File: src/rtl/led_anim_pkg.sv
// -----------------------------------------------------------------------------
// led_anim_pkg
// Shared definitions for the LED animation path: the width of the mode bus,
// the symbolic mode encodings used by the animation top level, and the step
// request type used by the mode selector.
// -----------------------------------------------------------------------------
package led_anim_pkg;

    localparam int MODE_W = 2;

    // Mode encodings shared with the animation top level.
    localparam logic [MODE_W-1:0] MODE_SHIFT = 2'd0;
    localparam logic [MODE_W-1:0] MODE_FILL  = 2'd1;
    localparam logic [MODE_W-1:0] MODE_PWM   = 2'd2;
    localparam logic [MODE_W-1:0] MODE_OFF   = 2'd3;

    // Kind of mode update requested in a given cycle.
    typedef enum logic [1:0] {
        STEP_NONE = 2'd0,
        STEP_NEXT = 2'd1,
        STEP_PREV = 2'd2
    } step_e;

endpackage : led_anim_pkg

File: src/rtl/mode_select_if.sv
// -----------------------------------------------------------------------------
// mode_select_if
// Bundles the user-facing controls and the mode result of mode_select.
//   btn_next  raw, asynchronous "next mode" push-button (active high)
//   btn_prev  raw, asynchronous "previous mode" push-button (active high)
//   auto_en   level, enables periodic automatic mode stepping
//   mode      current mode (registered in mode_select)
//   mode_chg  one-cycle strobe following every mode update
// Modports:
//   master  drives the buttons / auto_en and observes mode (board / bench)
//   slave   mode_select side
// -----------------------------------------------------------------------------
interface mode_select_if;
    import led_anim_pkg::*;

    logic              btn_next;
    logic              btn_prev;
    logic              auto_en;
    logic [MODE_W-1:0] mode;
    logic              mode_chg;

    modport master (
        output btn_next,
        output btn_prev,
        output auto_en,
        input  mode,
        input  mode_chg
    );

    modport slave (
        input  btn_next,
        input  btn_prev,
        input  auto_en,
        output mode,
        output mode_chg
    );

endinterface : mode_select_if

File: src/rtl/btn_debounce.sv
// -----------------------------------------------------------------------------
// btn_debounce
// Two-flop synchroniser followed by a stability counter for one push-button.
// A new level is accepted only after it has been seen on the synchronised
// input for DB_CYCLES consecutive cycles; shorter glitches are discarded.
// Ports:
//   clk      system clock, rising edge
//   rst_n    asynchronous active-low reset
//   btn_raw  raw asynchronous button input
//   btn_db   debounced button level
//   press    high for one cycle after btn_db rises (releases ignored)
// -----------------------------------------------------------------------------
module btn_debounce #(
    parameter int              DB_W      = 16,
    parameter logic [DB_W-1:0] DB_CYCLES = 16'd50000
) (
    input  logic clk,
    input  logic rst_n,
    input  logic btn_raw,
    output logic btn_db,
    output logic press
);

    localparam logic [DB_W-1:0] CNT_LAST = DB_CYCLES - DB_W'(1);

    logic            sync1_q;
    logic            sync2_q;
    logic            db_q;
    logic            db_d;
    logic            db_prev_q;
    logic [DB_W-1:0] cnt_q;
    logic [DB_W-1:0] cnt_d;

    // Stability counter: clears whenever the input agrees with the accepted
    // level; a disagreement that persists to CNT_LAST flips the level.
    always_comb begin
        db_d  = db_q;
        cnt_d = cnt_q;
        if (sync2_q == db_q) begin
            cnt_d = '0;
        end else if (cnt_q >= CNT_LAST) begin
            db_d  = sync2_q;
            cnt_d = '0;
        end else begin
            cnt_d = cnt_q + DB_W'(1);
        end
    end

    // Synchroniser, accepted level, its one-cycle delay and the counter.
    always_ff @(posedge clk or negedge rst_n) begin
        if (!rst_n) begin
            sync1_q   <= 1'b0;
            sync2_q   <= 1'b0;
            db_q      <= 1'b0;
            db_prev_q <= 1'b0;
            cnt_q     <= '0;
        end else begin
            sync1_q   <= btn_raw;
            sync2_q   <= sync1_q;
            db_q      <= db_d;
            db_prev_q <= db_q;
            cnt_q     <= cnt_d;
        end
    end

    assign btn_db = db_q;
    // Rising edge of the accepted level, derived purely from flops.
    assign press  = db_q & ~db_prev_q;

endmodule : btn_debounce

File: src/rtl/mode_select.sv
// -----------------------------------------------------------------------------
// mode_select
// Produces the 2-bit animation mode from two debounced push-buttons and an
// optional auto-cycle timer. The mode wraps over 0..NUM_MODES-1; every update
// is followed by a one-cycle mode_chg strobe so downstream can restart.
// Ports:
//   clk    system clock, rising edge
//   rst_n  asynchronous active-low reset
//   bus    mode_select_if.slave: btn_next, btn_prev, auto_en in;
//          mode, mode_chg out (both registered)
// Step priority per cycle: both presses (cancel, no step) > next > prev >
// auto tick. Any press restarts the auto timer, so a press landing on a tick
// yields a single step.
// -----------------------------------------------------------------------------
module mode_select
    import led_anim_pkg::*;
#(
    parameter int                DB_W        = 16,
    parameter logic [DB_W-1:0]   DB_CYCLES   = 16'd50000,
    parameter int                AUTO_W      = 26,
    parameter logic [AUTO_W-1:0] AUTO_CYCLES = 26'd50000000,
    parameter int                NUM_MODES   = 3
) (
    input  logic          clk,
    input  logic          rst_n,
    mode_select_if.slave  bus
);

    localparam logic [MODE_W-1:0] MODE_LAST  = MODE_W'(NUM_MODES - 1);
    localparam logic [AUTO_W-1:0] AUTO_LAST  = AUTO_CYCLES - AUTO_W'(1);

    // Forward step with wrap; any out-of-range value recovers to 0.
    function automatic logic [MODE_W-1:0] step_up(input logic [MODE_W-1:0] m);
        logic [MODE_W-1:0] r;
        if (int'(m) >= NUM_MODES - 1) begin
            r = '0;
        end else begin
            r = m + 2'd1;
        end
        return r;
    endfunction

    // Backward step with wrap; any out-of-range value recovers to 0.
    function automatic logic [MODE_W-1:0] step_down(input logic [MODE_W-1:0] m);
        logic [MODE_W-1:0] r;
        if (int'(m) >= NUM_MODES) begin
            r = '0;
        end else if (m == '0) begin
            r = MODE_LAST;
        end else begin
            r = m - 2'd1;
        end
        return r;
    endfunction

    logic              nxt_db_s;
    logic              prv_db_s;
    logic              nxt_press_s;
    logic              prv_press_s;
    logic              db_unused_s;
    step_e             step_s;
    logic [MODE_W-1:0] mode_q;
    logic [MODE_W-1:0] mode_d;
    logic              chg_q;
    logic              chg_d;
    logic [AUTO_W-1:0] timer_q;
    logic [AUTO_W-1:0] timer_d;

    btn_debounce #(
        .DB_W      (DB_W),
        .DB_CYCLES (DB_CYCLES)
    ) u_db_next (
        .clk     (clk),
        .rst_n   (rst_n),
        .btn_raw (bus.btn_next),
        .btn_db  (nxt_db_s),
        .press   (nxt_press_s)
    );

    btn_debounce #(
        .DB_W      (DB_W),
        .DB_CYCLES (DB_CYCLES)
    ) u_db_prev (
        .clk     (clk),
        .rst_n   (rst_n),
        .btn_raw (bus.btn_prev),
        .btn_db  (prv_db_s),
        .press   (prv_press_s)
    );

    // Only the press strobes matter here; the debounced levels are not used.
    assign db_unused_s = nxt_db_s ^ prv_db_s;

    // Step arbitration and auto timer next state.
    always_comb begin
        step_s  = STEP_NONE;
        timer_d = timer_q;
        if (nxt_press_s && prv_press_s) begin
            step_s  = STEP_NONE;
            timer_d = '0;
        end else if (nxt_press_s) begin
            step_s  = STEP_NEXT;
            timer_d = '0;
        end else if (prv_press_s) begin
            step_s  = STEP_PREV;
            timer_d = '0;
        end else if (!bus.auto_en) begin
            timer_d = '0;
        end else if (timer_q >= AUTO_LAST) begin
            step_s  = STEP_NEXT;
            timer_d = '0;
        end else begin
            timer_d = timer_q + AUTO_W'(1);
        end
    end

    // Mode and strobe next state from the arbitrated step.
    always_comb begin
        case (step_s)
            STEP_NEXT: begin
                mode_d = step_up(mode_q);
                chg_d  = 1'b1;
            end
            STEP_PREV: begin
                mode_d = step_down(mode_q);
                chg_d  = 1'b1;
            end
            default: begin
                mode_d = mode_q;
                chg_d  = 1'b0;
            end
        endcase
    end

    // Mode, change strobe and auto timer registers.
    always_ff @(posedge clk or negedge rst_n) begin
        if (!rst_n) begin
            mode_q  <= MODE_SHIFT;
            chg_q   <= 1'b0;
            timer_q <= '0;
        end else begin
            mode_q  <= mode_d;
            chg_q   <= chg_d;
            timer_q <= timer_d;
        end
    end

    assign bus.mode     = mode_q;
    assign bus.mode_chg = chg_q;

endmodule : mode_select
File: src/flat_wrapper.sv
// flat-port wrapper written by rule: the top's interface ports become plain ports
module mode_select_flat import led_anim_pkg::*;
#(
    parameter int                DB_W        = 16,
    parameter logic [DB_W-1:0]   DB_CYCLES   = 16'd50000,
    parameter int                AUTO_W      = 26,
    parameter logic [AUTO_W-1:0] AUTO_CYCLES = 26'd50000000,
    parameter int                NUM_MODES   = 3
)
  (clk, rst_n, bus_btn_next, bus_btn_prev, bus_auto_en, bus_mode, bus_mode_chg);
  mode_select_if bus_i ();
  input  logic clk;
  input  logic rst_n;
  input wire logic [$bits(bus_i.btn_next)-1:0] bus_btn_next;
  input wire logic [$bits(bus_i.btn_prev)-1:0] bus_btn_prev;
  input wire logic [$bits(bus_i.auto_en)-1:0] bus_auto_en;
  output wire logic [$bits(bus_i.mode)-1:0] bus_mode;
  output wire logic [$bits(bus_i.mode_chg)-1:0] bus_mode_chg;
  assign bus_i.btn_next = bus_btn_next;
  assign bus_i.btn_prev = bus_btn_prev;
  assign bus_i.auto_en = bus_auto_en;
  assign bus_mode = bus_i.mode;
  assign bus_mode_chg = bus_i.mode_chg;
  mode_select #(.DB_W(DB_W), .DB_CYCLES(DB_CYCLES), .AUTO_W(AUTO_W), .AUTO_CYCLES(AUTO_CYCLES), .NUM_MODES(NUM_MODES)) u_core (.clk(clk), .rst_n(rst_n), .bus(bus_i));
endmodule
File: config.mk
export PLATFORM = sky130hd
export DESIGN_NAME = mode_select_flat
export DESIGN_NICKNAME = d
export VERILOG_FILES = /design/src/rtl/led_anim_pkg.sv /design/src/rtl/mode_select_if.sv /design/src/rtl/btn_debounce.sv /design/src/rtl/mode_select.sv /design/src/flat_wrapper.sv
export SDC_FILE = /design/constraint.sdc
export NUM_CORES = 1
export LEC_CHECK = 0
export CAP_MARGIN = 20
export CORE_AREA = 10 10 108 86
export DETAILED_ROUTE_END_ITERATION = 16
export DIE_AREA = 0 0 118 96
export PLACE_DENSITY = 0.67
export SLEW_MARGIN = 20
export SYNTH_ARGS = -nofsm -noshare
export SYNTH_HDL_FRONTEND = slang
export SYNTH_SLANG_ARGS = --single-unit
File: constraint.sdc
create_clock -name clk -period 2.55 [get_ports clk]
set_input_delay 0.51 -clock clk [delete_from_list [all_inputs] [get_ports clk]]
set_output_delay 0.51 -clock clk [all_outputs]
set_load 0.005 [all_outputs]
==> impl_results.md, run 1 <==
* Flops & latches, synth at 69
* Yosys warns at 0
* Die Area at 11,300 µm²
* Nets@finish at 351
* Die Width at 118 µm
* Core region area at 7160 µm²
* Setup TNS at 0 ps
* Share of layout cells above drive strength 1 at 10.1%
* Placed inst area at 3500 µm²
* Final instance area at 3800 µm²
* Cts bufs inserted at 9
* Lkg Pwr at 1.60 nW
* Power Density at 654 nW/µm²
* Cts hold-fix bufs at 0
* Filler cells at 661
* Worst path slowest cell: dfrtp_1
* Routed WL at 5860 µm
* Row count at 27
* Max-cap violation count at 0
* Top delay family on crit path: simple AND/OR/NAND/NOR gates
* Final period util at 76.0%
* Pre-CTS worst setup slack at 603 ps
* Final ANT Viol Nets at 0
* Gr usage total at 11.7%
* Crit-path max cell delay at 420 ps
* VDD IR max at 0.000459 V
* Post-CTS Setup Bufs at 0
* Initial Utilization at 46.5%
* Yosys cell types at 47
* Rel. slew slack at 54.4%
* Clk buf depth at 2
* Crit path max fanout at 14
* Hold Path Class: input pin to async pin
* CP Cell Sequence: ha_1 > nand2_1 > o21ai_0 > and4bb_2 > or3_1 > buf_4 > nor2_1
* Remaining DRCs at 0
* Setup WS post-layout at 612 ps
* Post-Syn Area at 3330 µm²
* Routability congestion estimate at 0.818
* Number of synthesized flops with an enable pin at 0
* F_max at 516 MHz
* CTS H-tree depth at 3
* WP data arrival at 2210 ps
* Diode count at 0
* Post-CTS sizing at 0
* RSZ-0062 raised after global routing: false
* Leading cell types in the layout, fill and taps excluded: 69 x dfrtp_1, 65 x nor2_1, 28 x xnor2_1
* Via count at 2,312
* Synth Instances at 328
* Vias in the first global route at 2,249
* Post-DP HPWL at 4050 µm
* Post-synthesis async set-or-reset flop share at 100%
* Setup violators final at 0
* Register area share after synthesis at 51.8%
* Buffers & Inverters on Critical Path at 1
* Worst-skew pair later-pin latency at 340 ps
* Post-route minimum period at 1940 ps
* Initial antenna violation count at 0
* Mean area per synthesized cell at 10.2 µm²
* Critical Path RT at 2820 ps
* Crit path capture type: flop
* Gr ovfl total at 0
* First-pass GRT wire length at 10,800 µm
* Largest net degree at the start of global routing at 28
* Slew at the pin closest to its max-slew limit at 675 ps
* Drt pass-1 iters at 5
* Number of I/O pins at 8
* CTS Root Cell: clkbuf_8
* Area Overhead vs Synth at 14.0%
* Total chip power at 0.00248 W
* Crit Path Class: flop to flop
* Fin Clk Skew at 7.06 ps
* DR iter-0 viols at 153
* Routed len/inst at 13.0 µm
* Top_reg_cell synth: dfrtp_1
* Hold Vio Cnt, Final at 0
* Critical Path Start Type: flop
* I/O Buffers at 7
* Vias per cell at 5.15
* Post-Syn Nets at 336
* Leading cell type in the layout, fill and taps excluded: dfrtp_1
* Pins over their slew limit at 0
* Die height at 96 µm
* Status: complete, no violations
* TritonCTS clock tree: yes
* CTS clk-pin slew, worst paths at 80 ps
* Number of clock sinks at 69
-- cell usage after synthesis, types with 2 or more instances --
cell      instances  area, µm²
a21oi_1           6       30.0
a311o_1           2       20.0
a31o_2            2       17.5
a31oi_1           3       18.8
and2_1            4       25.0
and3_1            7       43.8
and4_1            5       43.8
buf_6             3       33.8
clkbuf_1          2       7.51
dfrtp_1          69       1730
ha_1              3       37.5
inv_1             8       30.0
mux2_2            2       22.5
nand2_1          19       71.3
nand2b_1          2       12.5
nand3_1          22        110
nand4_1           6       37.5
nor2_1           65        244
nor2_2            2       12.5
nor2b_1           4       25.0
nor3_1            7       35.0
nor3_2            2       20.0
nor4_1            3       18.8
nor4b_1           3       26.3
o211ai_1          2       15.0
o21ai_0           4       20.0
o21ai_1           2       10.0
xnor2_1          28        245
xor2_1           23        201
-- metal layers --
| metal | vias up | part of all wire (%) | GRT usage, % |
|---|---|---|---|
| li1 | 1148 | - | - |
| met1 | 1131 | 52 | 15.2 |
| met2 | 27 | 44 | 17.6 |
| met3 | 6 | 3.0 | 3.98 |
| met4 | 0 | 1.2 | 4.72 |
| met5 | - | 0 | 0 |
-- per-stage QoR --
stage / hold slack [ps] / util, % / std cells
floorplan: 214 / - / 328
global placement: 338 / 48.9 / 433
detailed placement: 338 / 48.9 / 433
CTS: 187 / 53.0 / 449
global route: 200 / 53.0 / 449
finish: 175 / 53.0 / 449
-- worst reg2reg max path, delay by kind of cell (launching register included) --
kind / cells / cell delay (ps)
buf+inv: 1 / 200
fa+ha+maj: 1 / 280
simple gates: 4 / 900
flops: 1 / 420
compound gates: 1 / 80
-- cell type report --
class	instances	area, µm²	area share [%]
clock inverter	6	158	4.15
clock buffer	10	138	3.62
tap	101	126	3.33
timing repair buffer	11	95.1	2.50
sequential	69	1730	45.5
inverter	8	30.0	0.791
multi-input combinational	244	1530	40.2
-- final timing paths --
path                                         endpoint  slack [ps]  cells after the start                startpoint
setup / recovery                    u_core.timer_q[4]         610                      7         u_core.timer_q[0]
hold / removal                     u_core.timer_q[19]         180                      1                     rst_n
setup reg to reg                    u_core.timer_q[4]         610                      7         u_core.timer_q[0]
hold reg to reg              u_core.u_db_next.sync2_q         360                      0  u_core.u_db_next.sync1_q
max in group asynchronous  u_core.u_db_next.cnt_q[14]        1620                      2                     rst_n
min in group clk             u_core.u_db_next.sync2_q         360                      0  u_core.u_db_next.sync1_q
-- flip-flops by register name (all words and copies together) (netlist names) --
register / flops
u_core.timer_q: 26
u_core.bus.mode: 2
u_core.u_db_next.sync1_q: 1
u_core.u_db_next.cnt_q: 16
u_core.u_db_prev.btn_db: 1
u_core.u_db_next.db_prev_q: 1
u_core.u_db_next.sync2_q: 1
u_core.u_db_prev.db_prev_q: 1
u_core.u_db_prev.sync1_q: 1
u_core.u_db_prev.cnt_q: 16
u_core.u_db_next.btn_db: 1
u_core.u_db_prev.sync2_q: 1
u_core.bus.mode_chg: 1
-- power breakdown --
group | internal [W] | total (W) | switching [W] | leakage, nW
registers | 0.00111 | 0.00112 | 0.0000137 | 0.937
clock network | 0.000874 | 0.00129 | 0.000417 | 0.143
logic | 0.0000232 | 0.0000721 | 0.0000488 | 0.517
-- logic make-up (layout without fill, tap and decap cells) --
family                     count (synthesis)  after routing  share of synthesized area, %
and+or+nand+nor                          163            163                          25.7
xor gates and xnor gates                  51             51                          13.4
adders and majority gates                  3              3                          1.13
buffers and inverters                     15             35                          2.40
DFF                                       69             69                          51.8
AOI/OAI and AO/OA                         25             25                          4.84
muxes                                      2              2                         0.676
Power figures use the tool's default switching activity.
==> run 2, diff against run 1 <==
clock period = 1.94 ns   (was 2.55 ns; I/O delays follow)
==> run 2 against run 1 <==
Effect of this change: core utilization grew 0.19 points; sequential power grew 31%; final cell count grew 1.8%; clock skew grew 0.59 ps; register-to-register slack lost 500 ps; via count grew 0.43%; wire length grew 1.5%; clock power grew 3%; count of clock-buffer cells in the layout grew 2.
==> impl_results.md, run 2 (synthesized netlist as in run 1, its figures left out) <==
* Status: complete, no violations
* Gr usage total at 11.6%
* Number of clock sinks at 69
* Routed WL at 5950 µm
* Largest Register: u_core.timer_q
* Via count at 2,322
* VDD IR max at 0.000431 V
* Critical Path RT at 2210 ps
* Final ANT Viol Nets at 0
* Fin util at 53.2%
* CTS clk-pin slew, worst paths at 70 ps
* Nets@finish at 359
* Routability congestion estimate at 0.777
* Power Density at 763 nW/µm²
* First-pass GRT wire length at 10,700 µm
* Slew at the pin closest to its max-slew limit at 396 ps
* Area Overhead vs Synth at 14.4%
* Max reg flops at 26
* Pins over their slew limit at 0
* Final Non-Filler Cells at 457
* Worst-skew pair later-pin latency at 350 ps
* Post-DP HPWL at 4010 µm
* Die Area at 11,300 µm²
* Fin Clk Skew at 7.65 ps
* TritonCTS clock tree: yes
* Die height at 96 µm
* DR iter-0 viols at 117
* CTS Root Cell: clkbuf_8
* I/O Buffers at 7
* RSZ-0062 raised after global routing: true
* Worst reg2reg startpoint: u_core.timer_q[23]
* Gr ovfl total at 0
* F_max at 548 MHz
* Drt pass-1 iters at 4
* Hold_sp: u_core.u_db_prev.sync1_q
* Leading cell types in the layout, fill and taps excluded: 69 x dfrtp_1, 65 x nor2_1, 28 x xnor2_1
* Share of layout cells above drive strength 1 at 11.5%
* Critical Path Start Type: flop
* Leading cell type in the layout, fill and taps excluded: dfrtp_1
* Crit Path Class: flop to flop
* Post-route minimum period at 1830 ps
* Remaining DRCs at 0
* Hold Vio Cnt, Final at 0
* Clock share of power at 45.6%
* Int Pwr at 0.00229 W
* Crit path max fanout at 13
* Initial antenna violation count at 0
* Rel. slew slack at 73.4%
* Die Width at 118 µm
* Crit path capture type: flop
* Initial Utilization at 46.5%
* CTS H-tree depth at 3
* Row count at 27
* Largest regs: u_core.timer_q: 26 flops, u_core.u_db_next.cnt_q: 16 flops, u_core.u_db_prev.cnt_q: 16 flops
* Largest net degree at the start of global routing at 56
* Clk buf depth at 2
* Gate power share at 3.7%
* Net Sw Frac at 21.3%
* Hold Path Class: flop to flop
* Post-CTS Setup Bufs at 0
* Number of I/O pins at 8
* Core region area at 7160 µm²
* NetSw at 0.000619 W
* DP Cell Count at 440
* Lkg Pwr at 1.62 nW
* Cts bufs inserted at 9
* Routed len/inst at 13.0 µm
* Diode count at 0
* Vias per cell at 5.08
* Critical Path Start: u_core.timer_q[23]
* Vias in the first global route at 2,250
* Max-cap violation count at 0
* Final period util at 94.1%
* WP data arrival at 2100 ps
* Setup violators final at 0
* Sequential Power Share at 50.7%
run 2: what timing repair did:
action                                 in CTS  in global routing
resized for setup                           0                  1
endpoints found under the hold margin      14                  0
setup endpoints to repair                   0                  9
hold buffers                                1                  0
run 2: layout make-up:
type / instances / area [µm²]
multi-input combinational: 244 / 1530
timing repair buffer: 19 / 170
tap: 101 / 126
sequential: 69 / 1730
clock buffer: 12 / 155
inverter: 8 / 30.0
clock inverter: 4 / 70.1
fill: 642 / 3350
run 2: routing by layer:
metal	routed length (µm)	vias up	track usage, %
met2	2690	26	17.8
met3	215	6	4.44
met1	2990	1122	15.1
li1	-	1168	-
met5	0	-	0
met4	53	0	3.39
run 2: path summary, 6_finish.rpt:
path | slack (ps) | depth (start not counted) | endpoint
setup / recovery | 110 | 6 | u_core.timer_q[14]
min in group asynchronous | 490 | 2 | u_core.timer_q[22]
hold reg to reg | 360 | 0 | u_core.u_db_prev.sync2_q
max in group asynchronous | 850 | 3 | u_core.u_db_prev.cnt_q[11]
hold / removal | 360 | 0 | u_core.u_db_prev.sync2_q
setup reg to reg | 110 | 6 | u_core.timer_q[14]
run 2: metrics by stage:
step	power, W	setup TNS, ps	setup slack, ps	hold WS [ps]	instance area (µm²)
floorplan	0.00155	0	98.1	92.4	3330
global placement	0.00161	0	146	329	3570
detailed placement	0.00161	0	110	331	3570
CTS	0.00295	0	98.8	358	3800
global route	0.00304	-42.1	-14.1	384	3810
finish	0.00291	0	114	357	3810
run 2: critical path, cell delays in order (launching register included):
cell and delay, ps:
dfrtp_1 410, and4_1 240, nand3_1 120, and4bb_2 280, or3_1 370, buf_4 200, nor2_1 130
run 2: power groups by stage:
stage               clock network (W)  registers (W)   logic, W
global route                  0.00143        0.00148   0.000128
CTS                           0.00136        0.00147   0.000112
detailed placement                  0        0.00150   0.000110
global placement                    0        0.00150   0.000109
finish                        0.00133        0.00147   0.000109
floorplan                           0        0.00150  0.0000504
